--- src/rtl/fp_div_iter_pkg.sv ---
// Shared definitions for the iterative floating-point divider: state encoding,
// exception flag bundle and format constants derived from the field widths.
package fp_div_iter_pkg;

  typedef enum logic [2:0] {
    S_IDLE   = 3'd0,
    S_UNPACK = 3'd1,
    S_DIVIDE = 3'd2,
    S_NORM   = 3'd3,
    S_ROUND  = 3'd4
  } state_t;

  typedef struct packed {
    logic overflow;
    logic underflow;
    logic invalid;
    logic div_by_zero;
  } fp_flags_t;

  function automatic int fp_bias(input int exp_w);
    return (1 << (exp_w - 1)) - 1;
  endfunction

  // Canonical quiet NaN: sign 0, exponent all ones, only the fraction MSB set.
  function automatic logic [63:0] fp_qnan(input int exp_w, input int man_w);
    logic [63:0] v;
    v = ((64'd1 << exp_w) - 64'd1) << man_w;
    v = v | (64'd1 << (man_w - 1));
    return v;
  endfunction

endpackage

--- src/rtl/fp_div_iter_mant.sv ---
// Iterative restoring divider for normalised mantissas: one quotient bit per
// enabled cycle, with a sticky bit reporting a nonzero final remainder.
module fp_div_mant #(
  parameter int MAN_W = 23
) (
  input  logic             clk,
  input  logic             load,
  input  logic             en,
  input  logic [MAN_W:0]   dividend,
  input  logic [MAN_W:0]   divisor,
  output logic [MAN_W+2:0] quotient,
  output logic             sticky
);

  logic [MAN_W+1:0] rem_p0;
  logic [MAN_W:0]   div_p0;
  logic [MAN_W+1:0] diff;
  logic             ge;

  assign ge     = (rem_p0 >= {1'b0, div_p0});
  assign diff   = rem_p0 - {1'b0, div_p0};
  assign sticky = (rem_p0 != '0);

  // Partial remainder never reaches 2*divisor, so MAN_W+2 bits hold it after the shift.
  always_ff @(posedge clk) begin
    if (load) begin
      rem_p0   <= {1'b0, dividend};
      div_p0   <= divisor;
      quotient <= '0;
    end else if (en) begin
      rem_p0   <= ge ? {diff[MAN_W:0], 1'b0} : {rem_p0[MAN_W:0], 1'b0};
      quotient <= {quotient[MAN_W+1:0], ge};
    end
  end

endmodule

--- src/rtl/fp_div_iter.sv ---
// Multi-cycle IEEE-style divider: unpack and special-case detection, iterative
// mantissa division, single-step normalisation, round-to-nearest-even and packing.
module fp_div_iter
  import fp_div_iter_pkg::*;
#(
  parameter int EXP_W = 8,
  parameter int MAN_W = 23
) (
  input  logic                       clk,
  input  logic                       rst,
  input  logic                       start,
  input  logic [EXP_W+MAN_W:0]       op_a,
  input  logic [EXP_W+MAN_W:0]       op_b,
  output logic                       busy,
  output logic                       done,
  output logic [EXP_W+MAN_W:0]       res,
  output logic                       overflow,
  output logic                       underflow,
  output logic                       invalid,
  output logic                       div_by_zero
);

  localparam int DATA_W = 1 + EXP_W + MAN_W;
  localparam int EW     = EXP_W + 2;
  localparam int QW     = MAN_W + 3;
  localparam int CNT_W  = $clog2(QW + 1);
  localparam logic signed [EW-1:0] BIAS = EW'(fp_bias(EXP_W));
  localparam logic signed [EW-1:0] EMAX = EW'((1 << EXP_W) - 1);
  localparam logic [DATA_W-1:0]    QNAN = DATA_W'(fp_qnan(EXP_W, MAN_W));

  state_t             state_q, state_d;
  logic [CNT_W-1:0]   cnt_q;
  logic               load, en;

  logic [DATA_W-1:0]  a_p0, b_p0;
  logic               sgn_p1, spec_p1;
  logic [DATA_W-1:0]  spec_res_p1;
  fp_flags_t          spec_flg_p1;
  logic signed [EW-1:0] e_p1, e_p2;
  logic [QW-1:0]      qn_p2;
  logic               stk_p2;

  logic [QW-1:0]      quo;
  logic               stk;

  logic               sa, sb, sgn;
  logic [EXP_W-1:0]   ea, eb;
  logic [MAN_W-1:0]   fa, fb;
  logic               a_zero, b_zero, a_inf, b_inf, a_nan, b_nan;
  logic               spec;
  logic [DATA_W-1:0]  spec_res;
  fp_flags_t          spec_flg;
  logic signed [EW-1:0] e_unp;

  logic [MAN_W+1:0]   rnd;
  logic signed [EW-1:0] e_fin;
  logic [DATA_W+1:0]  packed_res;

  function automatic logic [MAN_W+1:0] round_ne(input logic [MAN_W:0] m,
                                                input logic g, input logic s);
    logic up;
    up = g & (s | m[0]);
    return {1'b0, m} + (MAN_W+2)'(up);
  endfunction

  // Returns {overflow, underflow, word}; exponent out of range saturates to inf or zero.
  function automatic logic [DATA_W+1:0] pack_sat(input logic s, input logic signed [EW-1:0] e,
                                                 input logic [MAN_W-1:0] f);
    if (e >= EMAX)
      return {2'b10, s, {EXP_W{1'b1}}, {MAN_W{1'b0}}};
    else if (e <= 0)
      return {2'b01, s, {(DATA_W-1){1'b0}}};
    else
      return {2'b00, s, e[EXP_W-1:0], f};
  endfunction

  fp_div_mant #(.MAN_W(MAN_W)) u_mant (
    .clk      (clk),
    .load     (load),
    .en       (en),
    .dividend ({1'b1, fa}),
    .divisor  ({1'b1, fb}),
    .quotient (quo),
    .sticky   (stk)
  );

  assign busy = (state_q != S_IDLE);

  always_ff @(posedge clk or posedge rst) begin
    if (rst) begin
      state_q <= S_IDLE;
      cnt_q   <= '0;
    end else begin
      state_q <= state_d;
      cnt_q   <= (state_q == S_DIVIDE) ? cnt_q + 1'b1 : '0;
    end
  end

  always_comb begin
    state_d = state_q;
    load    = 1'b0;
    en      = 1'b0;
    case (state_q)
      S_IDLE:   if (start) state_d = S_UNPACK;
      S_UNPACK: begin
        load    = 1'b1;
        state_d = S_DIVIDE;
      end
      S_DIVIDE: begin
        en = 1'b1;
        if (cnt_q == CNT_W'(QW - 1)) state_d = S_NORM;
      end
      S_NORM:   state_d = S_ROUND;
      S_ROUND:  state_d = S_IDLE;
      default:  state_d = S_IDLE;
    endcase
  end

  always_comb begin
    sa = a_p0[DATA_W-1];
    sb = b_p0[DATA_W-1];
    ea = a_p0[DATA_W-2 -: EXP_W];
    eb = b_p0[DATA_W-2 -: EXP_W];
    fa = a_p0[MAN_W-1:0];
    fb = b_p0[MAN_W-1:0];
    sgn    = sa ^ sb;
    a_zero = (ea == '0);
    b_zero = (eb == '0);
    a_inf  = (&ea) && (fa == '0);
    b_inf  = (&eb) && (fb == '0);
    a_nan  = (&ea) && (fa != '0);
    b_nan  = (&eb) && (fb != '0);
    spec     = 1'b1;
    spec_res = '0;
    spec_flg = '0;
    if (a_nan || b_nan || (a_zero && b_zero) || (a_inf && b_inf)) begin
      spec_res         = QNAN;
      spec_flg.invalid = 1'b1;
    end else if (a_inf) begin
      spec_res = {sgn, {EXP_W{1'b1}}, {MAN_W{1'b0}}};
    end else if (b_zero) begin
      spec_res             = {sgn, {EXP_W{1'b1}}, {MAN_W{1'b0}}};
      spec_flg.div_by_zero = 1'b1;
    end else if (b_inf || a_zero) begin
      spec_res = {sgn, {(DATA_W-1){1'b0}}};
    end else begin
      spec = 1'b0;
    end
    e_unp = $signed({2'b00, ea}) - $signed({2'b00, eb}) + BIAS;
  end

  always_comb begin
    rnd        = round_ne(qn_p2[QW-1:2], qn_p2[1], qn_p2[0] | stk_p2);
    e_fin      = e_p2 + EW'(rnd[MAN_W+1]);
    packed_res = pack_sat(sgn_p1, e_fin, rnd[MAN_W-1:0]);
  end

  // Stage p0: operand capture on accept
  always_ff @(posedge clk) begin
    if (state_q == S_IDLE && start) begin
      a_p0 <= op_a;
      b_p0 <= op_b;
    end
    // Stage p1: sign, biased exponent and special-case result
    if (state_q == S_UNPACK) begin
      sgn_p1      <= sgn;
      e_p1        <= e_unp;
      spec_p1     <= spec;
      spec_res_p1 <= spec_res;
      spec_flg_p1 <= spec_flg;
    end
    // Stage p2: normalised quotient
    if (state_q == S_NORM) begin
      qn_p2  <= quo[QW-1] ? quo : {quo[QW-2:0], 1'b0};
      e_p2   <= quo[QW-1] ? e_p1 : e_p1 - 1'b1;
      stk_p2 <= stk;
    end
  end

  // Output stage: result and flags held until the next completion
  always_ff @(posedge clk or posedge rst) begin
    if (rst) begin
      done        <= 1'b0;
      res         <= '0;
      overflow    <= 1'b0;
      underflow   <= 1'b0;
      invalid     <= 1'b0;
      div_by_zero <= 1'b0;
    end else begin
      done <= (state_q == S_ROUND);
      if (state_q == S_ROUND) begin
        if (spec_p1) begin
          res         <= spec_res_p1;
          overflow    <= spec_flg_p1.overflow;
          underflow   <= spec_flg_p1.underflow;
          invalid     <= spec_flg_p1.invalid;
          div_by_zero <= spec_flg_p1.div_by_zero;
        end else begin
          res         <= packed_res[DATA_W-1:0];
          overflow    <= packed_res[DATA_W+1];
          underflow   <= packed_res[DATA_W];
          invalid     <= 1'b0;
          div_by_zero <= 1'b0;
        end
      end
    end
  end

endmodule

--- config.mk ---
export PLATFORM = sky130hd
export DESIGN_NAME = fp_div_iter
export DESIGN_NICKNAME = d
export VERILOG_FILES = /design/src/rtl/fp_div_iter_pkg.sv /design/src/rtl/fp_div_iter_mant.sv /design/src/rtl/fp_div_iter.sv
export SDC_FILE = /design/constraint.sdc
export NUM_CORES = 1
export LEC_CHECK = 0
export BUFFER_PORTS_ARGS = -buffer_cell sky130_fd_sc_hd__buf_4
export CAP_MARGIN = 10
export CORE_MARGIN = 10
export CORE_UTILIZATION = 62
export CTS_BUF_LIST = sky130_fd_sc_hd__clkbuf_4 sky130_fd_sc_hd__clkbuf_8
export DETAILED_ROUTE_END_ITERATION = 16
export HOLD_SLACK_MARGIN = 0.08
export PLACE_DENSITY = 0.94
export SETUP_SLACK_MARGIN = 0.15
export SKIP_LAST_GASP = 1
export SYNTH_ARGS = -nofsm -noshare
export SYNTH_HDL_FRONTEND = slang
export SYNTH_HIERARCHICAL = 1
export SYNTH_SLANG_ARGS = --single-unit
--- constraint.sdc ---
create_clock -name clk -period 4.9 [get_ports clk]
set_clock_uncertainty 0.1 [all_clocks]
set_input_delay 1.47 -clock clk [delete_from_list [all_inputs] [get_ports clk]]
set_output_delay 1.47 -clock clk [all_outputs]
set_load 0.005 [all_outputs]
==> summary.md, run 1 <==
| Metric | Value |
|---|---|
| Final setup margin | `0.843 ns` |
| FF/Latch Area | `about 6700 um^2` |
| Yosys top cell area share | `0.425` |
| DIE AREA | `~25000 um^2` |
| Post-CTS Resized | `0` |
| Area Growth Syn to Fin | `15.8%` |
| Worst skew pair latency | `0.54 ns` |
| Largest net degree at the start of global routing | `87` |
| Max-cap violation count | `0` |
| Synth Area per Inst | `between 10 and 15 um^2` |
| Startpoint types | `flip-flop` |
| DRT Wirelength | `about 24000 um` |
| Top cells by area, synth | `edfxtp_1, dfrtp_1, dfxtp_1` |
| Xor/xnor share of the synthesized area | `0.0545` |
| Io pins | `105` |
| Period utilization | `0.828` |
| Area taken by multi-input logic gates | `approximately 4700 um^2` |
| Endpoint, Worst Hold | `u_mant/div_p0[11]` |
| FF-to-FF path depth | `15` |
| Post-synthesis sequential area ratio | `0.568` |
| Unique cell type count in the Yosys netlist | `90` |
| Yosys warnings | `6` |
| R2R Path Start | `qn_p2[1]` |
| Layout Cells excl Fill | `roughly 1400` |
| Fillers | `roughly 1200` |
| Hpwl dp | `between 15000 and 20000 um` |
| CTS max path bufs | `3` |
| Maximum vdd drop | `0.000347 V` |
| Num Clock Sinks | `238` |
| First-pass GRT wire length | `roughly 40000 um` |
| Dpl cells | `approximately 1300` |
| Min-Delay Path Class | `flip-flop to flip-flop` |
| Min Tclk post-route | `4.06 ns` |
| Nets@finish | `1210` |
| Initial core utilization | `0.629` |
| Count leader, synth | `edfxtp_1` |
| Number of routed nets with antenna violations | `0` |
| Hold_sp | `b_p0[11]` |
| Top FF cell, synth | `edfxtp_1` |
| Final setup viols | `0` |
| H-tree Lvls | `2` |
| Tot GR Track Use | `0.196` |
| Sum of negative setup slack | `0 ns` |
| Psw | `3.03 mW` |
| Area fraction in compound gates after synthesis | `0.105` |
| Ant diodes | `0` |
| Synthesized area | `about 12000 um^2` |
| Most frequent cells after synthesis | `edfxtp_1, nand2_1, nor2_1` |
| Setup bufs post-CTS | `0` |
| Reg-to-reg setup timing slack | `around 0.84 ns` |
| Worst Tran Pin Value | `around 1.1 ns` |
| PortBufs | `~100` |
| Achievable Freq | `~250 MHz` |
| Clock transition at the registers of the reported paths | `roughly 0.070 ns` |
| Height of the chip | `157 um` |
| Initial detailed-routing violation count | `around 600` |
| Worst EP arrival | `4.41 ns` |
| Sw Share | `0.357` |
| Post-synth EDFFs | `between 150 and 200` |
| Clk root buf | `clkbuf_8` |
| CTS tree | `done` |
| Total gr overflow | `0` |
| Synth Area in Simple Gates | `0.137` |
| Clk network pwr share | `0.223` |
| CP Data Required Time | `between 5 and 6 ns` |
| Share of post-route cells with drive strength above 1 | `0.230` |
| Cts hold-fix bufs | `0` |
| Initial antenna violation count | `0` |
| Hold depth | `0` |
| Drc violations | `0` |
| Comb pwr share | `0.383` |
| Mux cell area share after synthesis | `0.0570` |
| P per Cell Area | `625 nW/um^2` |
| Fin. max-slew vios | `0` |
| WL/cell | `around 18 um` |
| Area of the core | `~19000 um^2` |
| Internal | `approximately 5.5 mW` |
| Via count | `8083` |
| Critical R2R Capture | `res[22]` |
| Flop pwr share | `0.394` |
| Peak fanout along the critical path | `23` |
| Static Leak | `5.44 nW` |
| FP Rows | `50` |
| RSZ-0062 raised after global routing | `false` |
| CP Class | `flip-flop to flip-flop` |
| Die width | `roughly 160 um` |
| Critical path endpoint category | `flip-flop` |
| Final Hold Viols | `0` |
| Status | `completed` |
| Vias in the first global route | `about 8000` |
| Via/cell ratio | `between 5 and 6` |
| #FFs+latches synth | `238` |
| CTS Buf Count | `39` |
| Post-Synth Adder-Cell Area | `0.0451` |
| Final core occ | `0.728` |
| Synth async-reset ratio | `0.189` |
| Largest area contributor in the netlist | `edfxtp_1` |
| TritonRoute pass-1 iters | `6` |
| GP Congestion | `~0.95` |
| Largest family of logic cells by synthesized area | `simple AND/OR/NAND/NOR gates` |
| Cells after Synth | `983` |
| Slew margin rel. | `0.296` |
| Placement Setup Slack | `0.896 ns` |
==> cell type report <==
class | count | share of cell area
Sequential cell | 238 | 0.490
Multi-Input combinational cell | 651 | 0.345
Inverter | 61 | 0.0169
Timing Repair Buffer | 111 | 0.0624
Clock buffer | 52 | 0.0486
Clock inverter | 20 | 0.0149
Tap cell | 234 | 0.0216
==> flip-flops by register name, indices dropped and copies added, names as in the netlist <==
| signal | cells |
|---|---|
| b_p0 | 32 |
| u_mant/div_p0 | 24 |
| cnt_q | 5 |
| invalid | 1 |
| spec_res_p1 | 3 |
| div_by_zero | 1 |
| e_p2 | 10 |
| qn_p2 | 26 |
| done | 1 |
| a_p0 | 32 |
| sgn_p1 | 1 |
| spec_p1 | 1 |
| u_mant/rem_p0 | 25 |
| overflow | 1 |
| spec_flg_p1 | 2 |
| state_q | 3 |
| res | 32 |
| underflow | 1 |
| stk_p2 | 1 |
| u_mant/quotient | 26 |
| e_p1 | 10 |
==> placed cells by master (no fill, tap or decap), types with 30 or more instances in the layout <==
master / instances
inv_1: 59
xor2_1: 36
mux2_2: 30
nand2_1: 83
clkbuf_8: 43
edfxtp_1: 166
nor2_1: 73
ha_1: 39
mux2i_1: 33
xnor2_1: 35
dfrtp_1: 45
buf_4: 110
==> how the worst max path moves through the flow <==
| stage | end | depth (start not counted) | start |
|---|---|---|---|
| after CTS | res[22] | 15 | qn_p2[1] |
| after global routing | res[20] | 15 | qn_p2[1] |
| final | res[22] | 15 | qn_p2[1] |
| after global placement | res[22] | 15 | qn_p2[1] |
| after detailed placement | res[22] | 15 | qn_p2[1] |
| after floorplan | u_mant/rem_p0[0] | 5 | state_q[2] |
==> metrics by stage <==
stage	power (mW)	hold WS, ns	cell area [um^2]
final	8.48	0.353	13600
after global routing	9.00	0.367	13600
after CTS	8.48	0.352	13600
after detailed placement	6.55	0.336	12700
after global placement	6.38	0.331	12700
after floorplan	5.69	0.327	11700
==> kinds of logic (layout without fill, tap and decap cells) <==
kind of cell | count (synthesis) | count (layout)
DFF | 238 | 238
other | 1 | 2
xor gates and xnor gates | 72 | 72
adders and majority gates | 41 | 41
AOI/OAI and AO/OA | 159 | 159
muxes | 63 | 63
and+or+nand+nor | 314 | 314
buffers and inverters | 95 | 244
==> power by group through the flow <==
stage	sequential (mW)	combinational [mW]	clock (mW)
floorplan	3.25	2.44	0
finish	3.34	3.25	1.89
global placement	3.33	3.05	0
detailed placement	3.37	3.18	0
global route	3.41	3.58	2.02
CTS	3.34	3.22	1.92
==> metal layers <==
metal	vias to the layer above	track usage	wire [um]
li1	3876	-	-
met1	3849	0.232	9660
met2	302	0.346	12300
met3	56	0.0404	1670
met4	0	0.0659	607
met5	-	0	0
==> critical path: stages, from the launching register on <==
cell and delay, ns:
edfxtp_1 0.39, nand2_1 0.08, inv_1 0.06, ha_1 0.17, nand3_1 0.15, nor3_1 0.55, nand4_1 0.23, nor2_1 0.15
ha_1 0.25, ha_1 0.31, nand3_1 0.17, nor3_1 0.21, xnor2_1 0.16, o21ai_0 0.18, or3b_4 0.59, o211ai_1 0.23
No activity file was read; power rests on OpenSTA's default activity.
==> run 2, diff against run 1 <==
--- a/config.mk
+++ b/config.mk
@@ -8,11 +8,11 @@
 export BUFFER_PORTS_ARGS = -buffer_cell sky130_fd_sc_hd__buf_4
 export CAP_MARGIN = 10
 export CORE_MARGIN = 10
-export CORE_UTILIZATION = 62
+export CORE_UTILIZATION = 56
 export CTS_BUF_LIST = sky130_fd_sc_hd__clkbuf_4 sky130_fd_sc_hd__clkbuf_8
 export DETAILED_ROUTE_END_ITERATION = 16
 export HOLD_SLACK_MARGIN = 0.08
-export PLACE_DENSITY = 0.94
+export PLACE_DENSITY = 0.9
 export SETUP_SLACK_MARGIN = 0.15
 export SKIP_LAST_GASP = 1
 export SYNTH_ARGS = -nofsm -noshare
==> constraint.sdc (replaced) <==
create_clock -name clk -period 3.7 [get_ports clk]
set_clock_uncertainty 0.1 [all_clocks]
set_input_delay 1.11 -clock clk [delete_from_list [all_inputs] [get_ports clk]]
set_output_delay 1.11 -clock clk [all_outputs]
set_load 0.005 [all_outputs]
==> run 2 against run 1 <==
Effect of this change:
- via count grew 0.62%
- critical endpoint is now res[10]
- non-clock buffer count increased by 17
- register-to-register slack lost 0.60 ns
- critical path type unchanged
==> summary.md, run 2 (synthesis gave the netlist of run 1 again) <==
| Metric | Value |
|---|---|
| GP Congestion | `0.931 (was 0.955)` |
| Largest net degree at the start of global routing | `46 (was 87)` |
| Worst EP arrival | `3.83 ns (was 4.41 ns)` |
| Area Growth Syn to Fin | `17.2% (was 15.8%)` |
| Worst skew pair latency | `0.55 ns (was 0.54 ns)` |
| Final Hold Viols | `0 (unchanged)` |
| Initial detailed-routing violation count | `641 (was 613)` |
| Num Clock Sinks | `238 (unchanged)` |
| WL/cell | `17.1 um (was 17.7 um)` |
| Final setup viols | `0 (unchanged)` |
| Sw Share | `0.363 (was 0.357)` |
| Clock transition at the registers of the reported paths | `0.06 ns (was 0.07 ns)` |
| Via count | `8133 (was 8083)` |
| Number of routed nets with antenna violations | `0 (unchanged)` |
| DIE AREA | `27100 um^2 (was 24800 um^2)` |
| Finished Cell Area | `13700 um^2 (was 13600 um^2)` |
| Most frequent cells in the layout | `edfxtp_1, buf_4, nand2_1 (unchanged)` |
| Hold_sp | `b_p0[18] (was b_p0[11])` |
| P per Cell Area | `797 nW/um^2 (was 625 nW/um^2)` |
| CTS Buf Count | `38 (was 39)` |
| Worst Tran Pin Value | `0.983 ns (was 1.06 ns)` |
| Period utilization | `0.935 (was 0.828)` |
| Peak fanout along the critical path | `6 (was 23)` |
| Top flop regs | `a_p0 (32), b_p0 (32), res (32) (unchanged)` |
| Area of the core | `20400 um^2 (was 18600 um^2)` |
| Initial core utilization | `0.574 (was 0.629)` |
| Critical R2R Capture | `res[10] (was res[22])` |
| Hold depth | `0 (unchanged)` |
| Startpoint types | `flip-flop (unchanged)` |
| Vias in the first global route | `8082 (was 8130)` |
| Comb pwr share | `0.400 (was 0.383)` |
| Psw | `3.97 mW (was 3.03 mW)` |
| Status | `completed (unchanged)` |
| Placed cell area | `12800 um^2 (was 12700 um^2)` |
| Initial antenna violation count | `0 (unchanged)` |
| Commonest non-fill, non-tap cell in the layout | `edfxtp_1 (unchanged)` |
| CP Data Required Time | `4.07 ns (was 5.26 ns)` |
| Total gr overflow | `0 (unchanged)` |
| Io pins | `105 (unchanged)` |
| Endpoint, Worst Hold | `u_mant/div_p0[18] (was u_mant/div_p0[11])` |
| Clk network pwr share | `0.195 (was 0.223)` |
| Flop pwr share | `0.405 (was 0.394)` |
| Share of post-route cells with drive strength above 1 | `0.248 (was 0.230)` |
| Height of the chip | `165 um (was 157 um)` |
| CTS max path bufs | `3 (unchanged)` |
| Min Tclk post-route | `3.46 ns (was 4.06 ns)` |
| TritonRoute pass-1 iters | `5 (was 6)` |
| Drc violations | `0 (unchanged)` |
| FF-to-FF path depth | `16 (was 15)` |
| PortBufs | `104 (unchanged)` |
| Ant diodes | `0 (unchanged)` |
| Min-Delay Path Class | `flip-flop to flip-flop (unchanged)` |
| Achievable Freq | `289 MHz (was 246 MHz)` |
| Dpl cells | `1337 (was 1295)` |
| Tot GR Track Use | `0.171 (was 0.196)` |
| CP Class | `flip-flop to flip-flop (unchanged)` |
| FP Rows | `52 (was 50)` |
| Internal | `6.97 mW (was 5.45 mW)` |
| Fillers | `1448 (was 1209)` |
| CTS tree | `done (unchanged)` |
| Static Leak | `5.49 nW (was 5.44 nW)` |
| R2R Path Start | `qn_p2[1] (unchanged)` |
| Max-cap violation count | `0 (unchanged)` |
| Layout Cells excl Fill | `1420 (was 1367)` |
| Critical path endpoint category | `flip-flop (unchanged)` |
| Nets@finish | `1229 (was 1210)` |
| Pwr Total | `10.9 mW (was 8.48 mW)` |
| H-tree Lvls | `2 (unchanged)` |
| Die width | `165 um (was 157 um)` |
| Reg-to-reg setup timing slack | `0.24 ns (was 0.84 ns)` |
| Via/cell ratio | `5.73 (was 5.91)` |
| Clk root buf | `clkbuf_8 (unchanged)` |
| Slew margin rel. | `0.343 (was 0.296)` |
| DRT Wirelength | `24300 um (was 24200 um)` |
| Fin. max-slew vios | `0 (unchanged)` |
| First-pass GRT wire length | `38300 um (was 39700 um)` |
| Maximum vdd drop | `0.000548 V (was 0.000347 V)` |
| Hpwl dp | `17000 um (was 16700 um)` |
-- run 2: changes by cell type in the layout (fill, tap and decap cells not counted), moves of 4 or more --
| cell | change |
|---|---|
| clkbuf_4 | +4 |
| clkinv_1 | +6 |
| bufinv_16 | -4 |
| buf_4 | +17 |
| clkinv_2 | -8 |
-- run 2: final cells by class --
class / instances / area (um^2) / area share
multi-input combinational: 654 / 4810 / 0.350
clock buffer: 53 / 648 / 0.0472
inverter: 61 / 229 / 0.0167
tap: 270 / 338 / 0.0246
sequential: 238 / 6650 / 0.484
clock inverter: 16 / 83.8 / 0.00611
timing repair buffer: 128 / 973 / 0.0709
-- run 2: power groups by stage --
stage | combinational, mW | sequential [mW] | clock, mW
floorplan | 3.23 | 4.30 | 0
detailed placement | 4.28 | 4.46 | 0
global placement | 4.14 | 4.42 | 0
CTS | 4.32 | 4.42 | 2.19
global route | 4.82 | 4.52 | 2.32
finish | 4.38 | 4.44 | 2.14
-- run 2: critical path, stage by stage, from the launching register on --
cell and delay [ns]:
edfxtp_1 0.39, nand2_1 0.09, inv_1 0.08, ha_2 0.21, nand3_2 0.12, nor3_2 0.15, buf_4 0.16, nand4_1 0.15
nor2_1 0.15, ha_2 0.27, ha_4 0.20, nand3_4 0.10, nor3_2 0.22, xnor2_1 0.17, o21ai_2 0.17, or3b_4 0.50
o21ai_2 0.16
-- run 2: worst max path at each step --
stage          startpoint       to  slack [ns]
5_1_grt          qn_p2[1]  res[22]      -0.003
3_3_place_gp     qn_p2[1]  res[22]        0.05
4_1_cts          qn_p2[1]  res[20]        0.16
2_1_floorplan    qn_p2[1]  res[13]        0.30
3_5_place_dp     qn_p2[1]  res[22]       -0.07
6_report         qn_p2[1]  res[10]        0.24
-- run 2: timing repair --
item                       4_1_cts  5_1_grt
gates cloned                     2        1
hold buffers                     0        0
pin swaps                        1       11
gates resized for setup          9       15
setup buffers                    0       11
setup endpoints to repair       29       30
-- run 2: metal layers --
layer  wire (um)  vias to the layer above  track usage
met5           0                        -            0
met4         500                        0       0.0548
met3        1600                       44       0.0349
met2       12200                      290        0.294
met1        9960                     3891        0.211
li1            -                     3908            -
-- run 2: stage by stage --
| stage | utilization | hold WS [ns] | setup WS (ns) | setup TNS [ns] |
|---|---|---|---|---|
| floorplan | - | 0.327 | 0.299 | 0 |
| global placement | 0.626 | 0.333 | 0.0480 | 0 |
| detailed placement | 0.626 | 0.337 | -0.0710 | -0.467 |
| CTS | 0.664 | 0.344 | 0.159 | 0 |
| global route | 0.672 | 0.359 | -0.00291 | -0.00315 |
| finish | 0.672 | 0.341 | 0.241 | 0 |
